## config.mk

```make
export PLATFORM = sky130hd
export DESIGN_NAME = mdu_iter32
export DESIGN_NICKNAME = d
export VERILOG_FILES = /design/src/rtl/mdu_pkg.sv /design/src/rtl/mdu_abs32.sv /design/src/rtl/mdu_iter32.sv
export SDC_FILE = /design/constraint.sdc
export NUM_CORES = 1
export LEC_CHECK = 0
export BUFFER_PORTS_ARGS = -buffer_cell sky130_fd_sc_hd__buf_2
export CAP_MARGIN = 20
export CORE_MARGIN = 10
export CORE_UTILIZATION = 65
export DETAILED_ROUTE_END_ITERATION = 8
export MAX_ROUTING_LAYER = met4
export PLACE_DENSITY = 0.95
export SLEW_MARGIN = 20
export SYNTH_ARGS = -nofsm -noshare
export SYNTH_HDL_FRONTEND = slang
export SYNTH_SLANG_ARGS = --single-unit
```

## constraint.sdc

```tcl
create_clock -name clk -period 7.44 [get_ports clk]
set_input_delay 0.372 -clock clk [delete_from_list [all_inputs] [get_ports clk]]
set_output_delay 0.372 -clock clk [all_outputs]
set_load 0.01 [all_outputs]
```

## src/rtl/mdu_pkg.sv

```systemverilog
// rtl/mdu_pkg.sv - shared encodings and constants for the iterative multiply/divide unit
package mdu_pkg;

    localparam int          ITER    = 32;
    localparam logic [31:0] DIV0_LO = 32'hFFFFFFFF;

    typedef enum logic [1:0] {
        OP_MULT  = 2'b00,
        OP_MULTU = 2'b01,
        OP_DIV   = 2'b10,
        OP_DIVU  = 2'b11
    } op_e;

    typedef enum logic [1:0] {
        S_IDLE = 2'b00,
        S_RUN  = 2'b01,
        S_FIN  = 2'b10
    } state_e;

endpackage

```

## src/rtl/mdu_abs32.sv

```systemverilog
// rtl/mdu_abs32.sv - conditional two's-complement negate; i_cin=1 gives magnitude/negate,
// i_cin=borrow-from-low-word lets two instances negate a 64-bit value
module mdu_abs32 (
    input  logic [31:0] i_val,
    input  logic        i_neg,
    input  logic        i_cin,
    output logic [31:0] o_val
);

    assign o_val = i_neg ? (~i_val + {31'd0, i_cin}) : i_val;

endmodule

```

## src/rtl/mdu_iter32.sv

```systemverilog
// rtl/mdu_iter32.sv - radix-2 iterative MULT/MULTU/DIV/DIVU with HI/LO pair
// Optional: MDU_EARLY_TERM_EN lets multiplies leave RUN once the remaining multiplier is zero.
module mdu_iter32
    import mdu_pkg::*;
#(
    parameter int XLEN = 32
) (
    input  logic            clk,
    input  logic            clrn,
    input  logic            start,
    input  logic [1:0]      op,
    input  logic [XLEN-1:0] a,
    input  logic [XLEN-1:0] b,
    input  logic            wr_hi,
    input  logic            wr_lo,
    input  logic [XLEN-1:0] wdata,
    output logic            busy,
    output logic            pc_en,
    output logic            done,
    output logic [XLEN-1:0] hi,
    output logic [XLEN-1:0] lo
);

    state_e      r_state, w_state_nxt;
    logic [4:0]  r_cnt;
    logic [31:0] r_opd, r_acc, r_mq, r_hi, r_lo;
    logic        r_is_div, r_neg_q, r_neg_r, r_div0, r_done;

    logic        w_is_div, w_sgn;
    logic [31:0] w_abs_a, w_abs_b;
    logic [32:0] w_add, w_shl, w_diff;
    logic        w_qbit;
    logic [31:0] w_acc_nxt, w_mq_nxt;
    logic        w_early;
    logic [63:0] w_prod;
    logic [31:0] w_fin_hi, w_fin_lo, w_res_hi, w_res_lo;

    assign w_is_div = (op == OP_DIV) || (op == OP_DIVU);
    assign w_sgn    = (op == OP_MULT) || (op == OP_DIV);

    mdu_abs32 u_abs_a (.i_val(a), .i_neg(w_sgn & a[31]), .i_cin(1'b1), .o_val(w_abs_a));
    mdu_abs32 u_abs_b (.i_val(b), .i_neg(w_sgn & b[31]), .i_cin(1'b1), .o_val(w_abs_b));

    // r_acc is product-high / partial remainder; r_mq is multiplier->product-low / dividend->quotient
    always_comb begin
        w_add  = {1'b0, r_acc} + (r_mq[0] ? {1'b0, r_opd} : 33'd0);
        w_shl  = {r_acc, r_mq[31]};
        w_diff = w_shl - {1'b0, r_opd};
        w_qbit = ~w_diff[32];
        if (r_is_div) begin
            w_acc_nxt = w_qbit ? w_diff[31:0] : w_shl[31:0];
            w_mq_nxt  = {r_mq[30:0], w_qbit};
        end else begin
            w_acc_nxt = w_add[32:1];
            w_mq_nxt  = {w_add[0], r_mq[31:1]};
        end
    end

`ifdef MDU_EARLY_TERM_EN
    // The low r_cnt bits of the shifted register are the multiplier bits still to consume;
    // on early exit r_cnt is kept and the pending right shifts are applied in FIN.
    assign w_early = ~r_is_div && ((w_mq_nxt & ((32'd1 << r_cnt) - 32'd1)) == 32'd0);
    assign w_prod  = {r_acc, r_mq} >> r_cnt;
`else
    assign w_early = 1'b0;
    assign w_prod  = {r_acc, r_mq};
`endif

    assign w_fin_hi = r_is_div ? r_acc : w_prod[63:32];
    assign w_fin_lo = r_is_div ? r_mq  : w_prod[31:0];

    mdu_abs32 u_fix_lo (
        .i_val (w_fin_lo),
        .i_neg (r_neg_q),
        .i_cin (1'b1),
        .o_val (w_res_lo)
    );
    mdu_abs32 u_fix_hi (
        .i_val (w_fin_hi),
        .i_neg (r_is_div ? r_neg_r : r_neg_q),
        .i_cin (r_is_div ? 1'b1 : (w_fin_lo == 32'd0)),
        .o_val (w_res_hi)
    );

    always_comb begin
        w_state_nxt = r_state;
        case (r_state)
            S_IDLE:  if (start) w_state_nxt = S_RUN;
            S_RUN:   if ((r_cnt == 5'd0) || w_early) w_state_nxt = S_FIN;
            S_FIN:   w_state_nxt = S_IDLE;
            default: w_state_nxt = S_IDLE;
        endcase
    end

    always_ff @(posedge clk or negedge clrn) begin
        if (!clrn) begin
            r_state <= S_IDLE;
        end else begin
            r_state <= w_state_nxt;
        end
    end

    always_ff @(posedge clk or negedge clrn) begin
        if (!clrn) begin
            r_cnt    <= 5'd0;
            r_opd    <= 32'd0;
            r_acc    <= 32'd0;
            r_mq     <= 32'd0;
            r_hi     <= 32'd0;
            r_lo     <= 32'd0;
            r_is_div <= 1'b0;
            r_neg_q  <= 1'b0;
            r_neg_r  <= 1'b0;
            r_div0   <= 1'b0;
            r_done   <= 1'b0;
        end else begin
            r_done <= (r_state == S_FIN);
            case (r_state)
                S_IDLE: begin
                    if (wr_hi) r_hi <= wdata;
                    if (wr_lo) r_lo <= wdata;
                    if (start) begin
                        r_is_div <= w_is_div;
                        r_opd    <= w_is_div ? w_abs_b : w_abs_a;
                        r_mq     <= w_is_div ? w_abs_a : w_abs_b;
                        r_acc    <= 32'd0;
                        r_neg_q  <= w_sgn & (a[31] ^ b[31]);
                        r_neg_r  <= w_sgn & a[31];
                        r_div0   <= w_is_div && (b == 32'd0);
                        r_cnt    <= 5'(ITER - 1);
                    end
                end
                S_RUN: begin
                    r_acc <= w_acc_nxt;
                    r_mq  <= w_mq_nxt;
                    if ((r_cnt != 5'd0) && !w_early) r_cnt <= r_cnt - 5'd1;
                end
                S_FIN: begin
                    r_hi <= w_res_hi;
                    r_lo <= r_div0 ? DIV0_LO : w_res_lo;
                end
                default: ;
            endcase
        end
    end

    assign busy  = (r_state != S_IDLE);
    assign pc_en = ~busy;
    assign done  = r_done;
    assign hi    = r_hi;
    assign lo    = r_lo;

endmodule

```

==> results of run 1 <==
## state kept, by name, summed over array words and instances, names as in the netlist
| register | flops |
|---|---|
| hi | 32 |
| lo | 32 |
| r_acc | 32 |
| r_mq | 32 |
| r_opd | 32 |
| r_cnt | 5 |
| r_state | 2 |
| done | 1 |
| r_div0 | 1 |
| r_is_div | 1 |
| r_neg_q | 1 |
| r_neg_r | 1 |
## stage by stage
step	hold slack, ns	total power, mW
floorplan	0.0764	5.71
global placement	0.458	7.10
detailed placement	0.465	7.24
CTS	0.102	8.18
global route	0.125	8.96
finish	0.0313	8.39
## cell usage after synthesis (17+ instances only)
cell,number
o21ai_0,229
nand2_1,227
nor2_1,180
dfrtp_1,172
a21oi_1,161
clkbuf_1,101
xnor2_1,100
ha_1,71
inv_1,66
xor2_1,63
mux2i_1,41
o22ai_1,38
a211oi_1,35
o211ai_1,34
nand3_1,32
nor3_1,31
a21o_1,30
o31ai_1,25
a31oi_1,22
a22oi_1,21
nand2b_1,19
or4_1,17
## cell families (layout without fill, tap and decap cells)
kind of cell,after synthesis,count (layout)
and+or+nand+nor,591,591
DFF,172,172
other,0,3
muxes,45,45
buffers and inverters,186,284
xor gates and xnor gates,163,163
adders and majority gates,73,73
AOI/OAI and AO/OA,685,685
## power groups by stage
stage / clock network, mW / registers [mW] / logic, mW
after global placement: 0 / 1.96 / 5.14
after detailed placement: 0 / 1.99 / 5.25
after CTS: 0.904 / 1.98 / 5.30
after global routing: 0.944 / 2.05 / 5.96
final: 0.912 / 2.02 / 5.46
after floorplan: 0 / 1.81 / 3.90
## metal layers
layer	global-route usage	up-vias	share of wire
met5	-	-	0
met2	0.512	946	0.44
met1	0.448	7109	0.40
met4	0.115	0	0.033
li1	-	7082	-
met3	0.0845	118	0.12
## final timing paths
kind | from | end | slack (ns) | depth (start not counted)
min in group clk | op[0] | r_neg_q | 0.23 | 2
hold / removal | clrn | r_acc[27] | 0.03 | 1
hold reg to reg | lo[22] | lo[22] | 0.48 | 2
max in group asynchronous | clrn | r_is_div | 5.90 | 2
setup / recovery | r_mq[0] | hi[31] | 2.24 | 16
setup reg to reg | r_mq[0] | hi[31] | 2.24 | 16
## cell type report
type	instances	area share
clock buffer	17	0.0262
timing repair buffer	186	0.0617
inverter	66	0.0153
tap	280	0.0216
multi-input combinational	1557	0.598
sequential	172	0.266
antenna	3	0.000463
clock inverter	15	0.0106
==> flow_metrics.py, run 1 <==
metrics = {
    "cts": {
        "cts_buffer_depth": 2,
        "cts_resized": 0,
        "clockRootBuffer": "clkbuf_16",
        "cts-hold-fix-buffers": 0,
        "numClockSinks": 172,
        "clkTransAtPathRegs_ns": 0.08,
        "htree_levels": 4,
        "post_cts_buffers": 0,
        "cts_made_buffers": 17,
        "clk_latency_ns": 0.45,
        "cts_tree": "done",
    },
    "placement": {
        "io_buffers": 169,
        "placed_area_sq_um": 15600,
        "placed_cells": 2260,
        "place_congestion": 1.02,
        "dp_slack_ns": 2.45,
        "dp_hpwl_um": 38400,
    },
    "synth": {
        "synth_seq_cells": 172,
        "synth_mux_area_frac": 0.0310,
        "seq_area_frac_synth": 0.293,
        "synthFlopType": "dfrtp_1",
        "yosysUniqueCellTypes": 75,
        "synth-edff-count": 0,
        "synth_area_per_cell_sq_um": 7.66,
        "async_flop_share": 1.00,
        "synth_top_family_by_area": "compound AO/OA/AOI/OAI gates",
        "yosys.area_share.simple": 0.183,
        "yosysTopAreaCell": "dfrtp_1",
        "synthesis.area_sq_um": 14700,
        "synth_top_area_share": 0.293,
        "synth-xor-area-share": 0.0973,
        "syn_inst": 1915,
        "yosys_warnings": 0,
        "synth_compound_area_frac": 0.284,
        "synth_fa_ha_area_frac": 0.0633,
        "syn_nets": 2091,
        "ys_top_cells_by_area": "dfrtp_1 (29%), o21ai_0 (7.8%), ha_1 (6.1%)",
    },
    "worst_setup_path": {
        "cp_num_buf_inv": 1,
        "cp_max_fo": 31,
        "critPathLaunchType": "flip-flop",
        "crit_chain": "inv_1 > ha_1 > nand3_1 > or2_2 > nand2b_1 > o31ai_1 > ha_1 > nor3b_1 > and3_1 > nand2_1 > nor3b_1 > a31oi_1 > xnor2_1 > nand2_1 > o21ai_0 > o21ai_0",
        "worstSetupPathType": "flip-flop to flip-flop",
        "cp.arrival_ns": 5.50,
        "critPathTopFamily": "simple AND/OR/NAND/NOR gates",
        "cp.required_ns": 7.74,
        "critPathMaxStageDelay_ns": 0.78,
        "crit_slowest_cell": "inv_1",
        "worstSetupEndpointType": "flip-flop",
    },
    "floorplanning": {
        "core_area_sq_um": 22000,
        "num_io_pins": 170,
        "die_area_sq_um": 29000,
        "row_count": 54,
        "die-width_um": 170,
        "die_h_um": 170,
        "initial_core_util": 0.666,
    },
    "pwr": {
        "p_comb_frac": 0.651,
        "peakVddDrop_v": 0.000320,
        "power_density_nw_per_um2": 518,
        "power_switching_mw": 4.43,
        "switching_share": 0.528,
        "p_clk_frac": 0.109,
        "power.leakage_nw": 7.15,
        "power_frac_seq": 0.240,
        "internal-power_mw": 3.96,
    },
    "global_route": {
        "gr-total-overflow": 0,
        "grt_antenna_before_repair": 1,
        "grt_max_degree": 105,
        "grt_pass1_wl_um": 77100,
        "grt_pass1_vias": 14026,
        "grtUsageTotal": 0.343,
    },
    "timing": {
        "max_freq_ghz": 0.192,
        "finalSetupViolCount": 0,
        "fin_ws_ns": 2.24,
        "hold_violations": 0,
        "setup_tns_ns": 0,
        "worst_pin_slew_ns": 1.04,
        "drv_slew": 0,
        "fin_crit_sh": 0.699,
        "finalCriticalPeriod_ns": 5.20,
        "clock_skew_ns": 0.0195,
        "grt_setup_unrepaired": "no",
        "max-slew-margin-rel": 0.307,
    },
    "routing": {
        "routedWlPerCell_um": 21.7,
        "drt-pass1-iter-count": 5,
        "drc": 0,
        "vias": 15255,
        "via_per_inst": 6.64,
        "antenna_left": 0,
        "wl_um": 49800,
        "drt_iter0_drc": 2480,
    },
    "finish": {
        "layout.nets": 2176,
        "final_area_sq_um": 16200,
        "drive_gt1_frac": 0.123,
        "final_util": 0.736,
        "syn_to_final_growth_pct": 10.5,
        "multiInputGateArea_sq_um": 9700,
        "final_cell_mix": "o21ai_0 (229), nand2_1 (226), nor2_1 (180), dfrtp_1 (171), buf_2 (168)",
        "layout_commonest_cell": "o21ai_0",
        "instances_no_fill": 2296,
        "n_fill_cell": 1729,
        "register_area_sq_um": 4310,
    },
    "worst_hold_path": {
        "min_path_type": "input pin to asynchronous set/reset pin",
    },
    "outcome": {
        "status": "completed",
    },
    "run": {
        "drv_cap": 0,
    },
}
No activity file was read; power rests on OpenSTA's default activity.
==> inputs of run 2 (changes only) <==
--- a/config.mk
+++ b/config.mk
@@ -5,13 +5,14 @@
 export SDC_FILE = /design/constraint.sdc
 export NUM_CORES = 1
 export LEC_CHECK = 0
+export ABC_AREA = 1
 export BUFFER_PORTS_ARGS = -buffer_cell sky130_fd_sc_hd__buf_2
 export CAP_MARGIN = 20
 export CORE_MARGIN = 10
-export CORE_UTILIZATION = 65
+export CORE_UTILIZATION = 56
 export DETAILED_ROUTE_END_ITERATION = 8
 export MAX_ROUTING_LAYER = met4
-export PLACE_DENSITY = 0.95
+export PLACE_DENSITY = 0.87
 export SLEW_MARGIN = 20
 export SYNTH_ARGS = -nofsm -noshare
 export SYNTH_HDL_FRONTEND = slang
==> constraint.sdc (replaced) <==
create_clock -name clk -period 4.7 [get_ports clk]
set_input_delay 0.235 -clock clk [delete_from_list [all_inputs] [get_ports clk]]
set_output_delay 0.235 -clock clk [all_outputs]
set_load 0.01 [all_outputs]
==> flow_metrics.py, run 2 <==
metrics = {
    "outcome": {
        "status": "completed",
    },
    "placement": {
        "dp_hpwl_um": 59000,
        "place_congestion": 1.08,
        "dp_slack_ns": 0.878,
        "placed_area_sq_um": 18800,
        "placed_cells": 3493,
        "io_buffers": 169,
    },
    "global_route": {
        "grt_pass1_vias": 19679,
        "grt_max_degree": 103,
        "grt_antenna_before_repair": 0,
        "grt_pass1_wl_um": 110000,
        "gr-total-overflow": 0,
        "grtUsageTotal": 0.375,
    },
    "finish": {
        "n_antenna_cell": 0,
        "layout.nets": 3287,
        "register_area_sq_um": 4310,
        "drive_gt1_frac": 0.0931,
        "layout_commonest_cell": "nand2_1",
        "instances_no_fill": 3526,
        "n_fill_cell": 3077,
        "multiInputGateArea_sq_um": 11300,
        "final_cell_mix": "nand2_1 (894), inv_1 (424), nand3_1 (348), nor2_1 (316), dfrtp_1 (171)",
        "final_area_sq_um": 19400,
        "final_util": 0.618,
        "syn_to_final_growth_pct": 9.48,
    },
    "synth": {
        "yosysTopAreaCell": "dfrtp_1",
        "synth-edff-count": 0,
        "synth_commonest_cells": "nand2_1 (894), inv_1 (424), nand3_1 (348)",
        "synth_top_area_share": 0.243,
        "synthFlopType": "dfrtp_1",
        "seq_area_frac_synth": 0.243,
        "synthesis.area_sq_um": 17700,
        "yosys_warnings": 0,
        "synth_seq_cells": 172,
        "yosysMostFrequentCell": "nand2_1",
        "syn_inst": 2996,
        "yosysUniqueCellTypes": 55,
        "async_flop_share": 1.00,
        "ys_top_cells_by_area": "dfrtp_1 (24%), nand2_1 (19%), nand3_1 (9.8%)",
        "synth_area_per_cell_sq_um": 5.91,
        "syn_nets": 3172,
    },
    "routing": {
        "drt_iter0_drc": 2805,
        "wl_um": 73100,
        "vias": 21343,
        "drt-met1-wl_um": 28000,
        "met2_length_um": 33100,
        "top_layer_used": "met4",
        "drc": 0,
        "wl_met3_um": 7230,
        "via_per_inst": 6.05,
        "antenna_left": 0,
        "routedWlPerCell_um": 20.7,
        "drt-pass1-iter-count": 6,
    },
    "worst_setup_path": {
        "crit_slowest_cell": "dfrtp_1",
        "crit_start": "r_mq[1]",
        "r2r-start": "r_mq[1]",
        "critPathMaxStageDelay_ns": 0.39,
        "critPathLaunchType": "flip-flop",
        "crit_chain": "inv_1 > ha_1 > inv_1 > nor3_1 > inv_1 > nor2_1 > nand4_1 > o41ai_1 > ha_1 > ha_1 > nand3_2 > nor2_2 > nand2_1 > nor2_2 > nand3_1 > nand2_1 > nand3_1 > a21oi_1 > o21ai_1 > a21oi_1",
        "cp.arrival_ns": 4.33,
        "worstSetupPathType": "flip-flop to flip-flop",
        "worstSetupEndpointType": "flip-flop",
        "cp_max_fo": 5,
        "cp.required_ns": 5.08,
    },
    "floorplanning": {
        "die_h_um": 198,
        "initial_core_util": 0.564,
        "row_count": 65,
        "die-width_um": 198,
        "core_area_sq_um": 31400,
        "num_io_pins": 170,
        "die_area_sq_um": 39200,
    },
    "pwr": {
        "power_density_nw_per_um2": 831,
        "peakVddDrop_v": 0.000550,
        "power.leakage_nw": 10.2,
        "total_power_mw": 16.1,
    },
    "timing": {
        "worst_pin_slew_ns": 1.06,
        "clock_skew_ns": 0.0156,
        "fin_ws_ns": 0.751,
        "setup_tns_ns": 0,
        "hold_violations": 0,
        "max_freq_ghz": 0.253,
        "drv_slew": 0,
        "finalCriticalPeriod_ns": 3.95,
        "fin_crit_sh": 0.840,
        "finalSetupViolCount": 0,
        "grt_setup_unrepaired": "no",
        "fin_worst_hold_slack_ns": 0.0795,
        "max-slew-margin-rel": 0.292,
    },
    "worst_hold_path": {
        "min_from": "wdata[15]",
        "min_path_type": "input pin to flip-flop",
    },
    "cts": {
        "htree_levels": 4,
        "clk_latency_ns": 0.46,
        "numClockSinks": 172,
        "cts_made_buffers": 17,
        "clockRootBuffer": "clkbuf_16",
        "cts_resized": 0,
        "cts_tree": "done",
        "cts_buffer_depth": 2,
        "clkTransAtPathRegs_ns": 0.07,
        "post_cts_buffers": 0,
    },
    "run": {
        "drv_cap": 0,
    },
}
run 2: changes by cell type after synthesis, moves of 36 or more:
cell	delta
nor2_1	+138
inv_1	+358
xnor2_1	-78
nand3_1	+316
o22ai_1	-36
o21ai_0	-86
nand2_1	+667
mux2i_1	-41
run 2: path summary, 6_finish.rpt:
kind | endpoint | cells past startpoint | slack (ns)
worst max-delay path | hi[28] | 20 | 0.75
worst min-delay path | lo[15] | 3 | 0.08
worst max register to register | hi[28] | 20 | 0.75
worst min register to register | r_cnt[4] | 1 | 0.50
max in group asynchronous | r_mq[25] | 3 | 3.09
min in group asynchronous | r_opd[28] | 2 | 0.45
run 2: metal layers:
metal / global-route usage / vias to the layer above
met3: 0.0752 / 283
li1: - / 9936
met4: 0.218 / 0
met5: - / -
met2: 0.584 / 1330
met1: 0.444 / 9794
run 2: cell families after synthesis:
family,count (synthesis),share of synthesized area
buffers and inverters,532,0.120
adder cells (fa/ha/maj),73,0.0524
flip-flops,172,0.243
AO/OA/AOI/OAI,457,0.148
XOR/XNOR,55,0.0272
AND/OR/NAND/NOR,1707,0.410
run 2: worst max-delay path, delay by kind of cell, from the launching register on:
kind / cells / cell delay, ns
AOI/OAI and AO/OA: 4 / 0.72
and+or+nand+nor: 10 / 1.78
DFF: 1 / 0.39
adders and majority gates: 3 / 0.65
buffers and inverters: 3 / 0.32
run 2: cell type report:
cell class	instances	share of cell area
Multi-Input combinational cell	2292	0.583
Tap cell	402	0.0259
Timing Repair Buffer	198	0.0553
Sequential cell	172	0.222
Clock inverter	14	0.00767
Inverter	430	0.0832
Clock buffer	18	0.0226
run 2: repair_timing:
item	in CTS	in global routing
endpoints found under the hold margin	100	0
hold buffers	1	0
endpoints found under the setup margin	0	0
run 2: power breakdown:
part | internal, mW | switching, mW | leakage (nW) | total, mW
clock | 0.765 | 0.704 | 0.286 | 1.47
combinational | 3.71 | 7.75 | 7.92 | 11.5
sequential | 2.24 | 0.961 | 2.00 | 3.20
total | 6.72 | 9.41 | 10.2 | 16.1
